## config.mk

```make
export PLATFORM = sky130hd
export DESIGN_NAME = aud_mode_ctrl
export DESIGN_NICKNAME = d
export VERILOG_FILES = /design/src/rtl/aud_mode_ctrl.sv
export SDC_FILE = /design/constraint.sdc
export NUM_CORES = 1
export LEC_CHECK = 0
export ABC_AREA = 1
export BUFFER_PORTS_ARGS = -buffer_cell sky130_fd_sc_hd__buf_4
export CAP_MARGIN = 25
export CORE_MARGIN = 1
export CORE_UTILIZATION = 41
export DETAILED_ROUTE_END_ITERATION = 16
export PLACE_DENSITY_LB_ADDON = 0.12
export SLEW_MARGIN = 5
export SYNTH_ARGS = -nofsm -noshare
export SYNTH_HDL_FRONTEND = slang
export SYNTH_SLANG_ARGS = --single-unit
```

## constraint.sdc

```tcl
create_clock -name i_clk -period 3.8 [get_ports i_clk]
set_input_delay 0.76 -clock i_clk [delete_from_list [all_inputs] [get_ports i_clk]]
set_output_delay 0.76 -clock i_clk [all_outputs]
set_load 0.05 [all_outputs]
```

## src/rtl/aud_mode_ctrl.sv

```systemverilog
// Mode sequencer for the audio recorder/player: key pulses to recorder/DSP
// control pulses, recorded-length tracking and the shared SRAM port mux.
module aud_mode_ctrl #(
    parameter int          ADDR_W   = 20,
    parameter int unsigned MAX_ADDR = 2**20 - 1
) (
    input  logic              i_clk,
    input  logic              i_rst_n,
    input  logic              i_key_record,
    input  logic              i_key_play,
    input  logic              i_key_pause,
    input  logic              i_key_stop,
    input  logic [2:0]        i_speed,
    input  logic              i_fast,
    input  logic              i_interp,
    output logic              o_rec_start,
    output logic              o_rec_pause,
    output logic              o_rec_stop,
    input  logic              i_rec_we,
    input  logic [ADDR_W-1:0] i_rec_addr,
    input  logic [15:0]       i_rec_data,
    output logic              o_dsp_start,
    output logic              o_dsp_pause,
    output logic              o_dsp_stop,
    output logic [2:0]        o_dsp_speed,
    output logic              o_dsp_fast,
    output logic              o_dsp_interp,
    input  logic [ADDR_W-1:0] i_dsp_addr,
    output logic [ADDR_W-1:0] o_sram_addr,
    output logic [15:0]       o_sram_wdata,
    output logic              o_sram_we_n,
    output logic              o_sram_oe_n,
    output logic [2:0]        o_state,
    output logic [ADDR_W-1:0] o_rec_len
);

    localparam int LW = ADDR_W + 1;
    localparam logic [ADDR_W:0]   LEN_FULL  = LW'(MAX_ADDR) + LW'(1);
    localparam logic [ADDR_W-1:0] ADDR_LAST = ADDR_W'(MAX_ADDR);

    typedef enum logic [2:0] {
        S_IDLE       = 3'd0,
        S_REC        = 3'd1,
        S_REC_PAUSE  = 3'd2,
        S_PLAY       = 3'd3,
        S_PLAY_PAUSE = 3'd4
    } state_t;

    state_t          state_q, state_d;
    logic [ADDR_W:0] len_q, len_d;
    logic [2:0]      speed_q, speed_d;
    logic            fast_q, fast_d;
    logic            interp_q, interp_d;
    logic            rec_start_d, rec_pause_d, rec_stop_d;
    logic            dsp_start_d, dsp_pause_d, dsp_stop_d;

    logic [ADDR_W:0] wr_len;
    logic [ADDR_W:0] wr_len_sat;
    logic            full_wr;
    logic            play_end;

    // Length is one wider than the address so a full memory is representable
    assign wr_len     = {1'b0, i_rec_addr} + LW'(1);
    assign wr_len_sat = (wr_len > LEN_FULL) ? LEN_FULL : wr_len;
    assign full_wr    = i_rec_we && (i_rec_addr == ADDR_LAST);
    assign play_end   = ({1'b0, i_dsp_addr} >= len_q);

    always_ff @(posedge i_clk) begin
        if (!i_rst_n) begin
            state_q      <= S_IDLE;
            len_q        <= '0;
            speed_q      <= 3'd1;
            fast_q       <= 1'b0;
            interp_q     <= 1'b0;
            o_rec_start  <= 1'b0;
            o_rec_pause  <= 1'b0;
            o_rec_stop   <= 1'b0;
            o_dsp_start  <= 1'b0;
            o_dsp_pause  <= 1'b0;
            o_dsp_stop   <= 1'b0;
        end else begin
            state_q      <= state_d;
            len_q        <= len_d;
            speed_q      <= speed_d;
            fast_q       <= fast_d;
            interp_q     <= interp_d;
            o_rec_start  <= rec_start_d;
            o_rec_pause  <= rec_pause_d;
            o_rec_stop   <= rec_stop_d;
            o_dsp_start  <= dsp_start_d;
            o_dsp_pause  <= dsp_pause_d;
            o_dsp_stop   <= dsp_stop_d;
        end
    end

    always_comb begin
        state_d     = state_q;
        len_d       = len_q;
        speed_d     = speed_q;
        fast_d      = fast_q;
        interp_d    = interp_q;
        rec_start_d = 1'b0;
        rec_pause_d = 1'b0;
        rec_stop_d  = 1'b0;
        dsp_start_d = 1'b0;
        dsp_pause_d = 1'b0;
        dsp_stop_d  = 1'b0;
        unique case (state_q)
            S_IDLE: begin
                if (i_key_record) begin
                    state_d     = S_REC;
                    rec_start_d = 1'b1;
                    len_d       = '0;
                end else if (i_key_play && len_q != '0) begin
                    state_d     = S_PLAY;
                    dsp_start_d = 1'b1;
                    speed_d     = (i_speed == 3'd0) ? 3'd1 : i_speed;
                    fast_d      = i_fast;
                    interp_d    = i_interp;
                end
            end
            S_REC: begin
                if (i_rec_we) len_d = wr_len_sat;
                // Filling the last word behaves exactly like a stop key
                if (i_key_stop || full_wr) begin
                    state_d    = S_IDLE;
                    rec_stop_d = 1'b1;
                end else if (i_key_pause) begin
                    state_d     = S_REC_PAUSE;
                    rec_pause_d = 1'b1;
                end
            end
            S_REC_PAUSE: begin
                if (i_key_stop) begin
                    state_d    = S_IDLE;
                    rec_stop_d = 1'b1;
                end else if (i_key_record) begin
                    state_d     = S_REC;
                    rec_start_d = 1'b1;
                end
            end
            S_PLAY: begin
                if (i_key_stop || play_end) begin
                    state_d    = S_IDLE;
                    dsp_stop_d = 1'b1;
                end else if (i_key_pause) begin
                    state_d     = S_PLAY_PAUSE;
                    dsp_pause_d = 1'b1;
                end
            end
            S_PLAY_PAUSE: begin
                if (i_key_stop) begin
                    state_d    = S_IDLE;
                    dsp_stop_d = 1'b1;
                end else if (i_key_play) begin
                    state_d     = S_PLAY;
                    dsp_start_d = 1'b1;
                end
            end
            default: state_d = S_IDLE;
        endcase
    end

    always_comb begin
        o_sram_addr  = '0;
        o_sram_wdata = '0;
        o_sram_we_n  = 1'b1;
        o_sram_oe_n  = 1'b1;
        unique case (state_q)
            S_REC: begin
                o_sram_addr  = i_rec_addr;
                o_sram_wdata = i_rec_data;
                o_sram_we_n  = ~i_rec_we;
            end
            S_PLAY, S_PLAY_PAUSE: begin
                o_sram_addr = i_dsp_addr;
                o_sram_oe_n = 1'b0;
            end
            default: ;
        endcase
    end

    assign o_state      = state_q;
    assign o_rec_len    = (len_q >= LEN_FULL) ? '1 : len_q[ADDR_W-1:0];
    assign o_dsp_speed  = speed_q;
    assign o_dsp_fast   = fast_q;
    assign o_dsp_interp = interp_q;

endmodule

```

[Word level (Yosys, flattened, before mapping)]
Cells that the tools add are included.
Storage, ports and cells
  register bits: 35
  bits in latches: 0
  memory bits (writable): 0
  ROM bits: 0
  bits of input ports: 68
  logic and storage cells: 81
  memories kept: 0
Cells by class
  add/sub/neg operators: 1
  $mul: 0
  div/mod/pow operators: 0
  magnitude comparators: 3
  equal/unequal tests: 12
  shifts and indexed selects: 0
  mux-type cells: 35
  bitwise logic cells: 5
  reductions and logical operators: 14
Operators with widths (number)
  2-to-1 mux 21 bit: 3
  case mux 21 bit (2 select lines): 1
  case mux 20 bit (2 select lines): 1
  2-to-1 mux 3 bit: 11
  adder 20 x 1 -> 21 bit, second input constant: 1
  >= comparator 20 x 21 -> 1 bit: 1
  >= comparator 21 bit, second input constant: 1
  > comparator 21 bit, second input constant: 1
  nonzero test 21 bit: 1
  == test 20 bit, second input constant: 1
  2-to-1 mux 20 bit: 1
  2-to-1 mux 16 bit: 1
  inequality test 3 bit, second input constant: 5
  case mux 3 bit (5 select lines): 1
  2-to-1 mux 1 bit: 12
  case mux 1 bit (2 select lines): 4
  == test 3 x 2 -> 1 bit, second input constant: 2
  logical NOT 3 bit: 2
  AND reduction 3 bit: 2
  OR reduction 3 bit: 2
  inverter 1 bit: 5
  AND reduction 5 bit: 1
  inequality test 2 bit, second input constant: 2
  == test 3 x 1 -> 1 bit, second input constant: 1
  5 further kinds: 7

[Longest topological paths before layout]
  word-level depth: 5
  depth in mapped cells: 15

[Worst setup path before layout]
No wires, ideal clock.
  path type: reg-to-output
  start: register state_q[1], in the netlist o_state[1]
  end: output o_sram_addr[16]
  arrival time: 2.691 ns
  setup slack: 0.349 ns
  stages on the path, launching flop included: 9
  buffers on the path: 1
  cell sequence: dfxtp_1 -> nor2_1 -> nand2_1 -> inv_1 -> nor2_1 -> inv_2 -> buf_1 -> nand2_1 -> o21ai_0
Between the ends
  word-level cells in the longest chain between the ends: 3
  elaborated cells between the ends (all ways): 5
  those cells by class: eq/ne (3); mux (1); reduce/logical (1)
RTL lines
  from (decl): line 49  | state_t state_q, state_d;
  from (signal assigned): line 82  | state_q <= state_d;
  == test 3 x 2 -> 1 bit / == test 3 bit (equally long branches): line 169  | unique case (state_q)
  OR reduction 2 bit: line 169
  case mux 20 bit (2 select lines) *: line 169
  to (decl): line 29  | output logic [ADDR_W-1:0] o_sram_addr,
Mark *: on every way between the ends. The rest lies on a longest branch, timed or not.

[Worst setup path after layout]
  start: register state_q[1], in the netlist o_state[1]
  end: output o_sram_we_n
Between the ends
  word-level cells in the longest chain between the ends: 2
RTL lines
  == test 3 x 1 -> 1 bit: line 169
  2-to-1 mux 1 bit: line 169
  to (decl): line 31  | output logic o_sram_we_n,
No other way between the ends.

==> metrics list <==
* Synthesized netlist net count: between 500 and 600
* Static Leak: 2.256 nW
* Largest stage delay on the critical path: ~370 ps
- The cell area that synthesis handed to floorplanning was between 0.002 and 0.003 mm2.
* CTS clk-pin slew, worst paths: 80 ps
- Initial antenna violation count: 0
* Setup repair after global routing missed its margin: false
- Number of distinct standard cells referenced by the synthesized netlist: 31
- Most common cell after layout, fill and taps aside: sky130_fd_sc_hd__nand2_1
* Max Root-Sink Buffers: 2
- For the worst-skew pair, the clock arrives at the later sink with an insertion delay of approximately 290 ps.
- The critical path goes through nor3_2 > buf_4 > inv_2 > nor2_1 > buf_4 > inv_1 > buf_4.
* Critical path destination: o_sram_we_n
* Headroom to the max-slew limit: approximately 36%
* ANT nets after route: 0
- Starting Density: around 43%
- The clock period could shrink to ~2800 ps.
- The first global-routing pass estimated about 15000 um of wire.
- The slowest stage of the critical path is the sky130_fd_sc_hd__dfxtp_1 cell.
- Commonest non-fill, non-tap cells in the layout: sky130_fd_sc_hd__nand2_1 (155), sky130_fd_sc_hd__buf_4 (142), sky130_fd_sc_hd__inv_1 (76)
- Drt drc: 0
* Fmax achieved: approximately 350 MHz
- Area share of the leading cell type in the synthesized netlist: between 20% and 30%
* Clock tree sinks: 35
- In the finished design, the share of the clock period the worst path needs comes to between 70% and 80%.
- Largest net degree at the start of global routing: 31
- Data on the critical path is required at its endpoint by a little over 3000 ps.
- Detailed-routing iteration count for the pre-antenna-repair pass: 5
* Ys Warns: 0
- A synthesized cell averages between 5 and 6 um2.
- The number of global-route vias before repair is 3236.
* Worst Path Buf+Inv: 5
* Last weighted congestion value of the routability-driven placer: about 0.93
- Synth top area cells: sky130_fd_sc_hd__dfxtp_1 (24%), sky130_fd_sc_hd__nand2_1 (20%), sky130_fd_sc_hd__inv_1 (9.7%), sky130_fd_sc_hd__ha_1 (8.9%), sky130_fd_sc_hd__nor2_1 (8.9%)
- Counting cells, the worst reg-to-reg path comes to 9.
- Worst-Margin Slew: between 900 and 1000 ps
- By instance count, the cell type seen most on the critical path is sky130_fd_sc_hd__buf_4.
* Setup violation total in the final timing report: 0
- Clock tree from TritonCTS: built
- Instance count along the most critical hold path: 2
* R2r startpoint: o_state[2]$_SDFFE_PN0P_
- Die X: ~87 um
- In this run the number of cells on the critical path is 7.
* Total Die Area: 0.007548 mm2
- VDD sags by at most ~0.28 mV.
- Hold violation count in the final report: 0
- Global-route usage over all layers: between 20% and 30%
- Power Dens Cells: 663.4 mW/mm2
* Area growth from synthesis to layout: 42.86%
* Detail-routed net length per standard cell: around 13 um
* Input/output buffers: ~140
- In this run, post-CTS repair resized a total of 0 instances.
- sky130_fd_sc_hd__dfxtp_1 takes more of the synthesized area than any other cell.
- Worst setup path class: flip-flop to primary output
* Element type at the critical path end: primary output
- After detailed routing, the number of vias per cell comes to 4.955.
- The most critical setup path has its startpoint at o_state[1]$_SDFFE_PN0P_.
* Die Y-Extent: between 80 and 90 um
* Type of element launching the critical path: flip-flop
- Placed wire-length estimate: 8105 um
- Summed over all layers, the global routing overflow is 0.
- Number of top-level design ports: 140
* Final-layout worst hold slack: between 400 and 500 ps
- Along the worst path, the maximum fanout reaches 29.
- The cell family contributing the most delay on the critical path is buffers and inverters.
* CTS root buffer: sky130_fd_sc_hd__clkbuf_8
* Worst min-delay path class: flip-flop to flip-flop
- At the end of the flow, the number of nets in the layout was 730.
* Final TNS setup: 0 ps
- H-Tree Depth: 2
- For this block, the routed nets add up to slightly below 10000 um of wire.
- Critical register-to-register path endpoint: len_q[13]$_SDFFE_PN0P_
* Number of flip-flops and latches in the synthesized netlist: 35
* CTS buffer count: 5
- Buffers inserted to repair hold after CTS numbered 0.
* Core Footprint: just under 0.007 mm2
* Post-CTS Setup Inserts: 0
- Fraction of layout cells with a size suffix above 1: about a quarter
* # diodes: 0
- Worst Path Arrival: 2090 ps
- Cells after Synth: a little over 500
- The number of max-slew violations in the final report came to 0.
* Number of violations of the max-capacitance limit: 0
* Status: finished clean
* Worst clock skew: ~13 ps
- Across all register-to-register paths, the minimum setup slack is around 1600 ps.
* Num rows: 30
- The detailed router finished its first iteration with 200 violations.
* Fraction of the yosys area taken by sequential cells: roughly a quarter
* Vias after detailed routing: between 3000 and 4000
## state kept, by name (all words and copies together) (netlist names)
| signal | cells |
|---|---|
| len_q | 21 |
| o_dsp_fast | 1 |
| o_dsp_interp | 1 |
| o_dsp_pause | 1 |
| o_dsp_speed | 3 |
| o_dsp_start | 1 |
| o_dsp_stop | 1 |
| o_rec_pause | 1 |
| o_rec_start | 1 |
| o_rec_stop | 1 |
| o_state | 3 |
## routing by layer
metal / GRT usage (%) / routed length [um]
met5: 0 / 0
met4: 6.364 / 167
met3: 3.981 / 710
met2: 45.10 / 4646
met1: 34.15 / 4375
## power by group
part	internal, W	leakage, nW	total (W)	switching, W
Combinational	0.000546	1.91	0.00193	0.00139
Clock	0.000262	0.0654	0.000403	0.000140
Sequential	0.000424	0.284	0.000464	0.0000397
## worst min-delay path, cell delays in order, from the launching register on
cell and delay (ps):
sky130_fd_sc_hd__dfxtp_1 310, sky130_fd_sc_hd__nand2_1 60, sky130_fd_sc_hd__a21oi_1 50
## cell type report
| type | count | area [um2] |
|---|---|---|
| fill | 688 | 2649 |
| multi-input combinational | 375 | 1893 |
| timing repair buffer | 142 | 1066 |
| sequential | 35 | 700.7 |
| inverter | 82 | 307.8 |
| tap | 96 | 120.1 |
| clock buffer | 6 | 72.57 |
| clock inverter | 2 | 60.06 |
## through the flow
stage               cells  util (%)  instance area, um2  power [W]  worst slack (ps)
detailed placement    730     59.51                4088   0.002396              1280
global route          738     61.44                4220   0.002949             786.6
global placement      730     59.51                4088   0.002381              1334
finish                738     61.44                4220   0.002800             950.4
CTS                   738     61.44                4220   0.002796             948.5
floorplan             506         -                2954   0.001820             349.3
## cell usage after synthesis
cell,count
sky130_fd_sc_hd__a21o_1,1
sky130_fd_sc_hd__clkbuf_1,8
sky130_fd_sc_hd__nor2_2,2
sky130_fd_sc_hd__o311ai_1,1
sky130_fd_sc_hd__inv_2,6
sky130_fd_sc_hd__a21oi_1,37
sky130_fd_sc_hd__nor4_1,2
sky130_fd_sc_hd__xor2_1,9
sky130_fd_sc_hd__inv_1,76
sky130_fd_sc_hd__nand3_1,19
sky130_fd_sc_hd__nand2_2,3
sky130_fd_sc_hd__nand2_1,155
sky130_fd_sc_hd__nor3_1,6
sky130_fd_sc_hd__nand4_1,17
sky130_fd_sc_hd__o21ai_0,6
sky130_fd_sc_hd__o22ai_1,1
sky130_fd_sc_hd__nand2_4,1
sky130_fd_sc_hd__o211ai_1,1
sky130_fd_sc_hd__nor2_1,70
sky130_fd_sc_hd__a22o_1,6
sky130_fd_sc_hd__ha_1,21
sky130_fd_sc_hd__buf_1,2
sky130_fd_sc_hd__buf_2,4
sky130_fd_sc_hd__nand3_2,1
sky130_fd_sc_hd__or2_2,1
sky130_fd_sc_hd__xnor2_1,2
sky130_fd_sc_hd__a221oi_1,1
sky130_fd_sc_hd__nor2_4,2
sky130_fd_sc_hd__dfxtp_1,35
sky130_fd_sc_hd__nand3b_1,1
sky130_fd_sc_hd__o21ai_1,9
## cells by family after synthesis
| family | synth area share (%) |
|---|---|
| AO/OA/AOI/OAI | 11.90 |
| XOR/XNOR | 3.262 |
| adder cells (fa/ha/maj) | 8.894 |
| flip-flops | 23.72 |
| AND/OR/NAND/NOR | 39.86 |
| buffers and inverters | 12.37 |
## worst min path at each step
stage                                      startpoint                          end  slack (ps)
after detailed placement       len_q[10]$_SDFFE_PN0P_       len_q[10]$_SDFFE_PN0P_         460
after global placement          len_q[6]$_SDFFE_PN0P_        len_q[6]$_SDFFE_PN0P_         450
after CTS                      len_q[13]$_SDFFE_PN0P_       len_q[13]$_SDFFE_PN0P_         470
after global routing      o_dsp_speed[2]$_SDFFE_PN0P_  o_dsp_speed[2]$_SDFFE_PN0P_         490
after floorplan                 len_q[6]$_SDFFE_PN0P_        len_q[6]$_SDFFE_PN0P_         440
final                          len_q[13]$_SDFFE_PN0P_       len_q[13]$_SDFFE_PN0P_         470
(Power assumes the default switching activity.)
